--- src/rtl/key_pkg.sv ---
// Shared types and constants for the push-button debouncer.
package key_pkg;

  typedef enum logic [1:0] {
    RELEASED,
    PRESS_CHK,
    PRESSED,
    RELEASE_CHK
  } key_state_t;

  localparam int PRESS_COUNT_W = 8;

endpackage

--- src/rtl/key_sync.sv ---
// N-flop synchronizer for an asynchronous active-low input; resets to 1 (released).
module key_sync #(
  parameter int STAGES = 2
) (
  input  logic clk,
  input  logic nrst,
  input  logic i_d,
  output logic o_q
);

  logic [STAGES-1:0] r_sync;

  always_ff @(posedge clk or negedge nrst) begin
    if (!nrst) begin
      r_sync <= '1;
    end else begin
      r_sync <= {r_sync[STAGES-2:0], i_d};
    end
  end

  assign o_q = r_sync[STAGES-1];

endmodule

--- src/rtl/key_debouncer.sv ---
// Debounces one active-low button into a level, press/release/long-press pulses and a press count.
// Optional auto-repeat after a long press is enabled by defining KEY_AUTOREPEAT_EN.
module key_debouncer
  import key_pkg::*;
#(
  parameter int DEBOUNCE_CYCLES = 250000,
  parameter int LONG_CYCLES     = 50000000,
  parameter int REPEAT_CYCLES   = 10000000
) (
  input  logic                     clk,
  input  logic                     nrst,
  input  logic                     key_n,
  output logic                     key_level,
  output logic                     press_pulse,
  output logic                     release_pulse,
  output logic                     long_pulse,
  output logic [PRESS_COUNT_W-1:0] press_count
);

  localparam int CNT_W  = $clog2(LONG_CYCLES + 1);
  localparam int DCNT_W = $clog2(DEBOUNCE_CYCLES + 1);

  localparam logic [CNT_W-1:0]  DEB_LAST  = CNT_W'(DEBOUNCE_CYCLES - 1);
  localparam logic [CNT_W-1:0]  LONG_LAST = CNT_W'(LONG_CYCLES - 1);
  localparam logic [CNT_W-1:0]  CNT_MAX   = CNT_W'(LONG_CYCLES);
  localparam logic [DCNT_W-1:0] DDEB_LAST = DCNT_W'(DEBOUNCE_CYCLES - 1);

  logic              w_s;
  key_state_t        r_state;
  logic [CNT_W-1:0]  r_cnt;
  logic [DCNT_W-1:0] r_dcnt;
  logic              r_long_done;

`ifdef KEY_AUTOREPEAT_EN
  localparam int RPT_W = $clog2(REPEAT_CYCLES + 1);
  localparam logic [RPT_W-1:0] RPT_LAST = RPT_W'(REPEAT_CYCLES - 1);
  logic [RPT_W-1:0] r_rcnt;
`else
  logic w_unused_repeat;
  assign w_unused_repeat = (REPEAT_CYCLES > 0);
`endif

  key_sync #(.STAGES(2)) u_sync (
    .clk  (clk),
    .nrst (nrst),
    .i_d  (key_n),
    .o_q  (w_s)
  );

  always_ff @(posedge clk or negedge nrst) begin
    if (!nrst) begin
      r_state       <= RELEASED;
      r_cnt         <= '0;
      r_dcnt        <= '0;
      r_long_done   <= 1'b0;
      key_level     <= 1'b0;
      press_pulse   <= 1'b0;
      release_pulse <= 1'b0;
      long_pulse    <= 1'b0;
      press_count   <= '0;
`ifdef KEY_AUTOREPEAT_EN
      r_rcnt        <= '0;
`endif
    end else begin
      press_pulse   <= 1'b0;
      release_pulse <= 1'b0;
      long_pulse    <= 1'b0;
      case (r_state)
        RELEASED: begin
          if (!w_s) begin
            r_state <= PRESS_CHK;
            r_cnt   <= '0;
          end
        end
        PRESS_CHK: begin
          if (w_s) begin
            r_state <= RELEASED;
          end else if (r_cnt == DEB_LAST) begin
            r_state     <= PRESSED;
            key_level   <= 1'b1;
            press_pulse <= 1'b1;
            press_count <= press_count + 1'b1;
            r_cnt       <= '0;
            r_long_done <= 1'b0;
`ifdef KEY_AUTOREPEAT_EN
            r_rcnt      <= '0;
`endif
          end else begin
            r_cnt <= r_cnt + 1'b1;
          end
        end
        PRESSED: begin
          // cnt holds total time in PRESSED for this press; frozen while checking a release
          if (r_cnt != CNT_MAX) begin
            r_cnt <= r_cnt + 1'b1;
          end
          if (r_cnt == LONG_LAST && !r_long_done) begin
            long_pulse  <= 1'b1;
            r_long_done <= 1'b1;
`ifdef KEY_AUTOREPEAT_EN
            r_rcnt      <= '0;
          end else if (r_long_done) begin
            if (r_rcnt == RPT_LAST) begin
              press_pulse <= 1'b1;
              press_count <= press_count + 1'b1;
              r_rcnt      <= '0;
            end else begin
              r_rcnt <= r_rcnt + 1'b1;
            end
`endif
          end
          if (w_s) begin
            r_state <= RELEASE_CHK;
            r_dcnt  <= '0;
          end
        end
        RELEASE_CHK: begin
          if (!w_s) begin
            r_state <= PRESSED;
          end else if (r_dcnt == DDEB_LAST) begin
            r_state       <= RELEASED;
            key_level     <= 1'b0;
            release_pulse <= 1'b1;
          end else begin
            r_dcnt <= r_dcnt + 1'b1;
          end
        end
        default: r_state <= RELEASED;
      endcase
    end
  end

endmodule

--- config.mk ---
export PLATFORM = sky130hd
export DESIGN_NAME = key_debouncer
export DESIGN_NICKNAME = d
export VERILOG_FILES = /design/src/rtl/key_pkg.sv /design/src/rtl/key_sync.sv /design/src/rtl/key_debouncer.sv
export SDC_FILE = /design/constraint.sdc
export NUM_CORES = 1
export LEC_CHECK = 0
export BUFFER_PORTS_ARGS = -buffer_cell sky130_fd_sc_hd__buf_2
export CAP_MARGIN = 20
export CORE_ASPECT_RATIO = 0.8
export CORE_MARGIN = 4
export CORE_UTILIZATION = 65
export CTS_CLUSTER_DIAMETER = 40
export DETAILED_ROUTE_END_ITERATION = 7
export PLACE_DENSITY_LB_ADDON = 0.25
export SYNTH_ARGS = -nofsm -noshare
export SYNTH_HDL_FRONTEND = slang
export SYNTH_SLANG_ARGS = --single-unit
export TNS_END_PERCENT = 5
--- constraint.sdc ---
create_clock -name clk -period 6.79 [get_ports clk]
set_clock_uncertainty 0.15 [all_clocks]
set_input_delay 2.037 -clock clk [delete_from_list [all_inputs] [get_ports clk]]
set_output_delay 2.037 -clock clk [all_outputs]
set_load 0.02 [all_outputs]
======== Word level (Yosys, flattened, before mapping) ========
Cells that the tools add are included.
operators by class
  add/subtract/negate cells ............... 3
  eq/ne operators ......................... 18
  multiplexer cells ....................... 33
  bitwise operators ....................... 1
  reductions and logical operators ........ 13
operator list
  operator                 count
  $mux W26                 4
  $pmux W26 S3             1
  $mux W18                 3
  $pmux W18 S2             1
  $add A26 B1 Y26 const B  1
  $eq A26 B18 Y1 const B   1
  $eq A26 B26 Y1 const B   1
  $ne A26 B26 Y1 const B   1
  $add A18 B1 Y18 const B  1
  $eq A18 B18 Y1 const B   1
  $reduce_and A4 Y1        4
  $mux W1                  15
  $ne A2 B2 Y1 const B     7
  $mux W2                  6
  $add A8 B1 Y8 const B    1
  $pmux W2 S4              1
  $reduce_bool A2 Y1       3
  $reduce_and A5 Y1        1
  $eq A2 B2 Y1 const B     2
  $ne A2 B1 Y1 const B     2
  $pmux W1 S2              2
  $ne A3 B2 Y1 const B     1
  $ne A3 B3 Y1 const B     1
  $reduce_and A3 Y1        1
  other kinds (6)          6
word-level totals
  register bits ........................... 61
  bits of input ports ..................... 3
  logic and storage cells ................. 78

======== Logic depth before layout (Yosys ltp) ========
  word-level depth ........................ 4
  depth in mapped cells ................... 10
  mapped depth without buffers ............ 7

======== By module ========
Synthesis repeated with hierarchy kept, for this count alone.
second synthesis, totals
  cell total of the unflattened synthesis .. 387
  area, all modules ....................... 3573.4 um^2
modules (own cells, without submodules)
  module         instances  cells each  area each (um^2)
  key_debouncer  1          385         3520.9
  key_sync       1          2           52.6

======== Worst setup path after synthesis ========
OpenSTA, ideal clock, no wires.
  path type ............................... register to output
  from .................................... register press_count[2]
  to ...................................... output port press_count[2]
  arrival time ............................ 474 ps
  data required time ...................... 4603 ps
  path slack .............................. 4129 ps
  stages on the path, launching flop included .. 1
  cells stage by stage .................... dfrtp_1
RTL lines
  element                 RTL line             RTL
  from (decl)             key_debouncer.sv:17  output logic [PRESS_COUNT_W-1:0] press_count
  from (signal assigned)  key_debouncer.sv:82  press_count <= press_count + 1'b1;
No word-level cell between the ends.

======== Worst setup path after layout ========
  from .................................... register r_state[0]
  to ...................................... register r_cnt[12]
between the ends
  longest elaborated chain between the ends .. 3
RTL lines
  element                                                                     RTL line             RTL
  from (decl)                                                                 key_debouncer.sv:29  key_state_t r_state;
  from (signal assigned)                                                      key_debouncer.sv:52  r_state <= RELEASED;
  from (signal assigned)                                                      key_debouncer.sv:71  r_state <= PRESS_CHK;
  from (signal assigned)                                                      key_debouncer.sv:77  r_state <= RELEASED;
  $eq A2 B2 Y1 (tied with other cells)                                        key_debouncer.sv:68  case (r_state)
  $ne A2 B2 Y1 (no source line) / $reduce_bool A3 Y1 (equally long branches)  -
  $reduce_and A4 Y1 (no source line)                                          -
  to (signal assigned)                                                        key_debouncer.sv:89  r_cnt <= r_cnt + 1'b1;
  to (signal assigned)                                                        key_debouncer.sv:95  r_cnt <= r_cnt + 1'b1;
  to (decl)                                                                   key_debouncer.sv:30  logic [CNT_W-1:0] r_cnt;
Parallel ways exist; a longest one is shown, timed or not.
A chain may end at the register's enable or synchronous reset.

==> metrics <==
status=completed; Startpoint Class=flip-flop; Buf/Inv on CP=1; die height=73.9 um; Worst path max stage delay=0.68 ns; ratio of cells with drive above 1 in the final layout=12.9%; worst vdd ir=around 0.00024 V; worst skew pair latency=around 0.34 ns; hold_buf cts=0; full die area=6680 um^2; worst path cell trace=inv_1, ha_1, o21a_1, o41a_1, nand2b_1, o311ai_0; postcts setup bufs=0; nets@finish=389; Crit path arrival time=approximately 3.4 ns; Synth Area per Inst=9.67 um^2; # DRC=0; vias per inst=roughly 6.7; ys async rst share=100%; syn_nets=378; Total GRT Usage=24.9%; largest family of logic cells by synthesized area=simple AND/OR/NAND/NOR gates; commonest non-fill, non-tap cell in the layout=dfrtp_1; Crit path max-delay family=compound AO/OA/AOI/OAI gates; FP Rows=23; CTS tree=yes; clock sink count=between 60 and 70; PortBufs=14; final setup vio count=0; Avg WL per Cell=17.8 um; Synth Area in Adders=3.54%; Ports=15; Sum Neg Setup Slack=0 ns; final core occ=73.9%; Leakage=1.63 nW; Final Critical Period=~3.3 ns; most frequent cells in the layout=59 x dfrtp_1, 36 x nand2_1, 34 x nor2_1, 20 x nand3_1, 18 x nand4_1; ys flop type=dfrtp_1; Final Max Tran Viols=0; RSZ-0062 raised after global routing=false; vias in the first global route=2752; P&R area growth vs syn=7.20%; routability congestion estimate from global placement=0.868; Synth area leader=dfrtp_1; final total power=~1.0 mW; post-synth top area share=about two fifths; critical path required time=6.86 ns; synthesis warning total=0; Finished Layout Cells=443; Mapped Area=3530 um^2; die width=90.4 um; FMAX=300 MHz; Congestion Overflow GR=0; compound-cell area share of the yosys netlist=18.1%; first-pass GRT wire length=~13 mm; slew at the pin closest to its max-slew limit=between 1 and 1.5 ns; Post-Synth Simple-Gate Area=24.7%; Initial DRC Count=between 300 and 400; Hold Path Class=reg2reg; worst-case clock buffer depth=2; Post-synth EDFFs=0; number of clock buffers inserted by TritonCTS=9; #FFs+latches synth=61; post-cts gate resize count=0; Tcrit/Tclk final=49.1%; number of antenna violations at the first check in global routing=0; via count=about 3.0k; critical path class=reg2reg; slowest CP cell=o41a_1; drt total wl=7.90 mm; Max Cap Viol=0; pin count of the biggest net entering global routing=62; Clock Tree Root=clkbuf_8; Synth area leaders=dfrtp_1 42%, nand2_1 3.8%, nor2_1 3.6%; Placed Cells incl. Taps=around 430; power per cell area=276 nW/um^2; Cells after Synth=365; DRT Pass-1 Iters=5; worst hold margin=0.211 ns; clock-pin slew on the worst setup and hold paths=~0.070 ns; CP endpoint kind=flip-flop; reg-to-reg setup timing slack=3.45 ns; Post-Synth XOR/XNOR Area=4.96%; mux cell area share after synthesis=~1.2%; total core area=5120 um^2; Initial Util=68.9%; relative max-transition margin=30.7%; maximum fanout along the worst path=18; Fill cells=355; sequential share of the synthesized area=approximately 43%; ant diodes=0; library cells used by synthesis=62; detailed-placement wirelength estimate=5.20 mm; ANT nets after route=0; H-tree Lvls=3; Fin. Hold Viols=0
layer usage:
metal / global-route usage (%) / routed length, um
met1: 34.4 / 3660
met2: 39.1 / 3560
met3: 7.47 / 638
met4: 6.11 / 51
met5: 0 / 0
sequential cells by signal, summed over array words and instances, names as in the netlist, named ones only:
register / cells
r_dcnt: 18
press_pulse: 1
press_count: 8
r_long_done: 1
u_sync.r_sync: 2
release_pulse: 1
key_level: 1
r_state: 1
r_cnt: 26
long_pulse: 1
final timing paths:
check                                  from               end  cells after the start
max                              r_state[0]         r_cnt[12]                      6
min reg2reg                u_sync.r_sync[0]  u_sync.r_sync[1]                      0
max reg2reg                      r_state[0]         r_cnt[12]                      6
max in group asynchronous              nrst          r_cnt[1]                      2
min in group asynchronous              nrst    press_count[0]                      2
min                        u_sync.r_sync[0]  u_sync.r_sync[1]                      0
cells in the mapped netlist, types with 9 or more instances:
cell type and number:
inv_1 17, nor4_1 10, dfrtp_1 59, nand3_1 20, xnor2_1 10, ha_1 10, nand2_1 36, xor2_1 10
nand4_1 18, nor2_1 34, a22o_1 9, buf_2 9
cell type report:
cell class / instances / area [um^2] / share of cell area, %
tap: 62 / 77.6 / 2.05
clock buffer: 12 / 155 / 4.10
clock inverter: 4 / 22.5 / 0.595
sequential: 61 / 1530 / 40.4
inverter: 17 / 63.8 / 1.69
multi-input combinational: 271 / 1850 / 48.9
timing repair buffer: 16 / 85.1 / 2.25
worst reg2reg max path, cell delays in order, from the launching register on:
cell and delay [ns]:
dfrtp_1 0.45, inv_1 0.15, ha_1 0.39, o21a_1 0.24
o41a_1 0.68, nand2b_1 0.65, o311ai_0 0.49
stage by stage:
| stage | setup slack [ns] | area (um^2) |
|---|---|---|
| 3_3_place_gp | 3.62 | 3610 |
| 4_1_cts | 3.52 | 3780 |
| 6_report | 3.45 | 3780 |
| 2_1_floorplan | 4.13 | 3530 |
| 5_1_grt | 3.24 | 3780 |
| 3_5_place_dp | 3.51 | 3610 |
logic make-up (layout without fill, tap and decap cells):
| group | after synthesis | after routing |
|---|---|---|
| and+or+nand+nor | 161 | 161 |
| AOI/OAI and AO/OA | 76 | 76 |
| DFF | 61 | 61 |
| buffers and inverters | 33 | 49 |
| xor gates and xnor gates | 20 | 20 |
| adders and majority gates | 10 | 10 |
| muxes | 4 | 4 |
power breakdown:
group	internal, mW	switching (mW)	total, mW	leakage [nW]
clock	0.150	0.141	0.291	0.0921
sequential	0.382	0.0243	0.406	0.838
combinational	0.117	0.231	0.348	0.695
Power figures use the tool's default switching activity.
